--- src/rtl/irq_controller.sv ---
// Interrupt aggregator: timer, software and NUM_SRC gated external sources with claim/complete.
// Define IRQC_EDGE_EN to add the EDGE_SEL register and per-source rising-edge triggering.

module irq_gateway (
  input  logic clk,
  input  logic rst_n,
  input  logic src,
`ifdef IRQC_EDGE_EN
  input  logic edge_sel,
`endif
  input  logic claim,
  input  logic complete,
  output logic pending
);
  typedef enum logic [1:0] {IDLE, PEND, CLMD} gw_state_t;

  gw_state_t state, state_nxt;
  logic      meta, sync, trig;

  always_ff @(posedge clk or negedge rst_n) begin
    if (!rst_n) begin
      meta <= 1'b0;
      sync <= 1'b0;
    end else begin
      meta <= src;
      sync <= meta;
    end
  end

`ifdef IRQC_EDGE_EN
  logic sync_prev;
  always_ff @(posedge clk or negedge rst_n) begin
    if (!rst_n) sync_prev <= 1'b0;
    else        sync_prev <= sync;
  end
  // An edge that lands outside IDLE is a one-cycle pulse, so it is simply lost.
  assign trig = edge_sel ? (sync & ~sync_prev) : sync;
`else
  assign trig = sync;
`endif

  always_ff @(posedge clk or negedge rst_n) begin
    if (!rst_n) state <= IDLE;
    else        state <= state_nxt;
  end

  always_comb begin
    state_nxt = state;
    case (state)
      IDLE:    if (trig)     state_nxt = PEND;
      PEND:    if (claim)    state_nxt = CLMD;
      CLMD:    if (complete) state_nxt = IDLE;
      default:               state_nxt = IDLE;
    endcase
  end

  always_comb begin
    pending = (state == PEND);
  end
endmodule

module irq_controller #(
  parameter int          NUM_SRC   = 8,
  parameter logic [31:0] BASE_ADDR = 32'h4000_5000
) (
  input  logic               clk,
  input  logic               rst_n,
  input  logic               we,
  input  logic               re,
  input  logic [31:0]        addr,
  input  logic [31:0]        wdata,
  output logic [31:0]        rdata,
  input  logic [NUM_SRC-1:0] src_irq,
  input  logic               timer_irq,
  output logic               mtip,
  output logic               msip,
  output logic               meip
);
  logic [NUM_SRC:1] pending, enable;
  logic [4:0]       claim_id;
  logic             sel_pend, sel_en, sel_claim, sel_msip, claim_fire;
  logic             unused_wdata;

  assign sel_pend   = (addr == BASE_ADDR);
  assign sel_en     = (addr == BASE_ADDR + 32'h4);
  assign sel_claim  = (addr == BASE_ADDR + 32'h8);
  assign sel_msip   = (addr == BASE_ADDR + 32'hC);
  assign claim_fire = re && sel_claim && (claim_id != 5'd0);
  assign unused_wdata = ^wdata;

`ifdef IRQC_EDGE_EN
  logic             sel_edge;
  logic [NUM_SRC:1] edge_sel;
  assign sel_edge = (addr == BASE_ADDR + 32'h10);

  always_ff @(posedge clk or negedge rst_n) begin
    if (!rst_n)                edge_sel <= '0;
    else if (we && sel_edge)   edge_sel <= wdata[NUM_SRC:1];
  end
`endif

  for (genvar g = 1; g <= NUM_SRC; g++) begin : g_src
    irq_gateway u_gw (
      .clk      (clk),
      .rst_n    (rst_n),
      .src      (src_irq[g-1]),
`ifdef IRQC_EDGE_EN
      .edge_sel (edge_sel[g]),
`endif
      .claim    (claim_fire && (claim_id == 5'(g))),
      .complete (we && sel_claim && (wdata[4:0] == 5'(g))),
      .pending  (pending[g])
    );
  end

  // Lowest ID wins; uses the pre-edge ENABLE so a concurrent write cannot race the claim.
  always_comb begin
    claim_id = '0;
    for (int i = NUM_SRC; i >= 1; i--)
      if (pending[i] && enable[i]) claim_id = 5'(i);
  end

  always_ff @(posedge clk or negedge rst_n) begin
    if (!rst_n) begin
      enable <= '0;
      msip   <= 1'b0;
      mtip   <= 1'b0;
      meip   <= 1'b0;
    end else begin
      if (we && sel_en)   enable <= wdata[NUM_SRC:1];
      if (we && sel_msip) msip   <= wdata[0];
      mtip <= timer_irq;
      meip <= |(pending & enable);
    end
  end

  always_comb begin
    rdata = '0;
    if (sel_pend)       rdata[NUM_SRC:1] = pending;
    else if (sel_en)    rdata[NUM_SRC:1] = enable;
    else if (sel_claim) rdata[4:0]       = claim_id;
    else if (sel_msip)  rdata[0]         = msip;
`ifdef IRQC_EDGE_EN
    else if (sel_edge)  rdata[NUM_SRC:1] = edge_sel;
`endif
  end
endmodule

--- config.mk ---
export PLATFORM = sky130hd
export DESIGN_NAME = irq_controller
export DESIGN_NICKNAME = d
export VERILOG_FILES = /design/src/rtl/irq_controller.sv
export SDC_FILE = /design/constraint.sdc
export NUM_CORES = 1
export LEC_CHECK = 0
export ABC_AREA = 1
export BUFFER_PORTS_ARGS = -buffer_cell sky130_fd_sc_hd__buf_2
export CELL_PAD_IN_SITES_DETAIL_PLACEMENT = 0
export CELL_PAD_IN_SITES_GLOBAL_PLACEMENT = 1
export CORE_MARGIN = 4
export CORE_UTILIZATION = 33
export CTS_CLUSTER_SIZE = 24
export DETAILED_ROUTE_END_ITERATION = 8
export GPL_ROUTABILITY_DRIVEN = 0
export PLACE_DENSITY_LB_ADDON = 0.3
export REMOVE_ABC_BUFFERS = 1
export SLEW_MARGIN = 20
export SYNTH_ARGS = -nofsm -noshare
export SYNTH_HDL_FRONTEND = slang
export SYNTH_SLANG_ARGS = --single-unit
--- constraint.sdc ---
create_clock -name clk -period 1.7 [get_ports clk]
set_input_delay 0.085 -clock clk [delete_from_list [all_inputs] [get_ports clk]]
set_output_delay 0.085 -clock clk [all_outputs]
set_load 0.01 [all_outputs]
==> out/qor.csv <==
stage,metric,value,unit
outcome,status,"finished, violations left",
outcome,failing checks,setup timing,
setup_path,worst reg2reg endpoint,g_src[3].u_gw.state[0]$_DFFE_PN0P_,
logic_synthesis,top cell type's share of synthesized area,42.6,%
logic_synthesis,asr flop ratio synth,100,%
sta,post-route minimum period,1.76,ns
logic_synthesis,Syn Area/Cell,7.30,µm²
drt,first-pass iteration count of the detailed router,4,
global_route,antenna violations before repair,0,
clock_tree,Num Clock Sinks,43,
setup_path,r2r worst-path depth,11,
logic_synthesis,sequential area share after synthesis,42.6,%
setup_path,Worst setup SP type,flip-flop,
setup_path,R2R Path Start,g_src[7].u_gw.state[0]$_DFFE_PN0P_,
logic_synthesis,synthesis-stage register bit count,43,
clock_tree,CTS tree,built,
sta,Fin. Hold Viols,0,
place,post-DP HPWL,5.13,mm
hold_path,Hold Crit Class,primary input to flip-flop,
floorplan,Die Ht,95.5,µm
pwr,Clock Power Share,40.0,%
drt,Iteration-0 DRC Markers,96,
logic_synthesis,yosys synthesis warning count,0,
pwr,"Power, Total",2.10,mW
logic_synthesis,"EDFF count, synth",0,
setup_path,Setup CP Type,flip-flop to primary output,
logic_synthesis,main combinational cell family by area after synthesis,simple AND/OR/NAND/NOR gates,
floorplan,die area,9120,µm²
hold_path,hold_sp,wdata[8],
sta,final clock skew,0.00364,ns
logic_synthesis,Simple-Gate Fraction of Synth Area,34.5,%
logic_synthesis,Post-Synth Adder-Cell Area,0,%
sta,Slew HR,63.2,%
place,placed cell count,524,
logic_synthesis,Post-synth top flop,dfrtp_1,
setup_path,CP max FO,5,
sta,unrepaired setup endpoints after global routing,yes,
pwr,register share of total power,50.1,%
hold_path,Min-Delay Path Depth,3,
sta,setup violators final,3,
floorplan,Die Width,95.5,µm
flow_run,Max Cap Viol,0,
hold_path,hold path endpoint,enable[8]$_DFFE_PN0P_,
drt,routed vias/inst,4.44,
setup_path,"setup slack, reg-to-reg",0.06,ns
pwr,Sw Ratio,25.0,%
sta,setup ws final,-0.0611,ns
global_route,first-pass GRT wire length,10.6,mm
sta,Final period util,104,%
drt,DRT Wirelength,6.73,mm
pwr,VDD IR max,0.457,mV
global_route,vias in the first global route,2291,
sta,Final Slew Violations,0,
sta,worst hold margin,0.0157,ns
clock_tree,later-pin clock latency in the skew report,0.31,ns
logic_synthesis,Mapped Cells,346,
floorplan,Initial Util,34.5,%
drt,Post-DRT Antenna Nets,0,
setup_path,crit end category,primary output,
cells_and_area,final-stage net count,534,
global_route,gr usage total,15.0,%
clock_tree,"Reg clk slew, reported paths",0.09,ns
logic_synthesis,Synth Area in Compound Gates,6.58,%
clock_tree,total CTS buffers,5,
pwr,power per cell area,611,nW/µm²
logic_synthesis,Synth area leader,dfrtp_1,
clock_tree,CTS H-tree lvls,2,
place,Port Buffers,65,
pwr,sw power,0.525,mW
floorplan,Core Area,7330,µm²
pwr,Gate power share,9.9,%
floorplan,row cnt,31,
drt,DRC Markers,0,
cells_and_area,most frequent cells in the layout,"65 x nand2_1, 65 x buf_2, 50 x inv_1",
pwr,LEAKAGE,1.79,nW
sta,setup TNS,-0.139,ns
setup_path,WP data arrival,1.68,ns
floorplan,Ports,112,
cells_and_area,layout cells sized above 1,33.2,%
logic_synthesis,Synth area leaders,"dfrtp_1 43%, nand2_1 12%, inv_1 8.3%",
cells_and_area,Ant. Diodes,0,
clock_tree,Longest Clk Path Bufs,2,
logic_synthesis,Yosys cell types,29,
logic_synthesis,xor-xnor portion of the synthesized cell area,0,%
setup_path,Worst EP required,1.62,ns
clock_tree,CTS Root Cell,clkbuf_8,
drt,routed length per placed instance,12.1,µm
pwr,Int Pwr,1.57,mW
sta,Slew @ Worst Pin,0.552,ns
global_route,total congestion overflow,0,
cells_and_area,area grow syn2layout,35.7,%
logic_synthesis,Mapped Area,2530,µm²
logic_synthesis,post-synthesis mux area share,0,%
cells_and_area,filler cell count,768,
drt,via count,2472,
global_route,largest net degree at the start of global routing,44,
sta,max frequency,0.568,GHz
cells_and_area,Non-Filler Instances,557,
-- synthesized netlist by cell type (2+ instances only) --
master / number
dfrtp_1: 43
nand3_1: 30
o21ai_1: 4
nand3_2: 2
nand2_2: 2
o21ai_0: 12
nor2_2: 3
nor3_1: 8
o22ai_1: 2
nor2_1: 46
inv_1: 56
nand4_1: 12
o21ai_2: 3
o211ai_1: 3
o21bai_1: 2
buf_4: 24
and2_0: 2
nand2_1: 80
a21oi_1: 2
-- sequential cells by signal, indices dropped and copies added, names as in the netlist --
| register | flops |
|---|---|
| g_src.u_gw.sync | 8 |
| g_src.u_gw.meta | 8 |
| meip | 1 |
| g_src.u_gw.state | 16 |
| msip | 1 |
| mtip | 1 |
| enable | 8 |
-- cells by family (layout without fill, tap and decap cells) --
group	after synthesis	after routing
buf+inv	83	173
other cells	1	23
compound gates	28	28
flops	43	43
simple gates	191	191
-- worst max path at each step --
stage	endpoint	cells after the start	from
after floorplan	enable[1]$_DFFE_PN0P_	8	addr[22]
after global placement	rdata[4]	10	addr[22]
after detailed placement	rdata[7]	10	addr[22]
after CTS	rdata[1]	8	g_src[7].u_gw.state[1]$_DFFE_PN0P_
after global routing	rdata[0]	12	g_src[7].u_gw.state[1]$_DFFE_PN0P_
final	rdata[1]	9	g_src[2].u_gw.state[0]$_DFFE_PN0P_
-- power groups by stage --
stage	combinational [mW]	clock, mW	sequential, mW
6_report	0.208	0.839	1.05
5_1_grt	0.237	0.895	1.05
4_1_cts	0.202	0.860	1.05
2_1_floorplan	0.0715	0	1.07
3_5_place_dp	0.184	0	1.07
3_3_place_gp	0.181	0	1.07
-- area by class of cell --
class	instances	area, µm²	area share (%)
inverters	57	214	6.24
clock inverters	3	46.3	1.35
flip-flops and latches	43	1080	31.4
clock buffers	5	68.8	2.01
repair buffers	108	673	19.6
well taps	99	124	3.61
multi-input cells	242	1230	35.8
-- per-stage QoR --
| stage | cell area [µm²] | utilization (%) | worst slack [ns] |
|---|---|---|---|
| global route | 3430 | 46.8 | -0.157 |
| CTS | 3270 | 44.6 | -0.0526 |
| detailed placement | 3000 | 40.9 | 0.0145 |
| finish | 3430 | 46.8 | -0.0611 |
| floorplan | 2410 | - | 0.329 |
| global placement | 3000 | 40.9 | 0.0217 |
-- critical path, stage by stage (launching register included) --
cell	delay, ns
dfrtp_1	0.36
inv_1	0.05
nor2_2	0.14
nand2_2	0.09
nand2_2	0.08
inv_2	0.05
nand2_2	0.07
nand2_4	0.07
o211ai_1	0.27
buf_2	0.19
-- timing repair --
item	CTS	global route
endpoints found under the setup margin	4	14
resized for setup	13	24
hold endpoints to repair	52	0
gates cloned	0	0
hold buffers	10	0
setup buffers	4	11
pin swaps	7	15
-- metal layers --
layer | global-route usage [%] | wire length [µm]
met2 | 25.2 | 3180
met3 | 2.76 | 348
met1 | 19.5 | 3110
met4 | 4.86 | 94
met5 | 0 | 0
(Power assumes the default switching activity.)
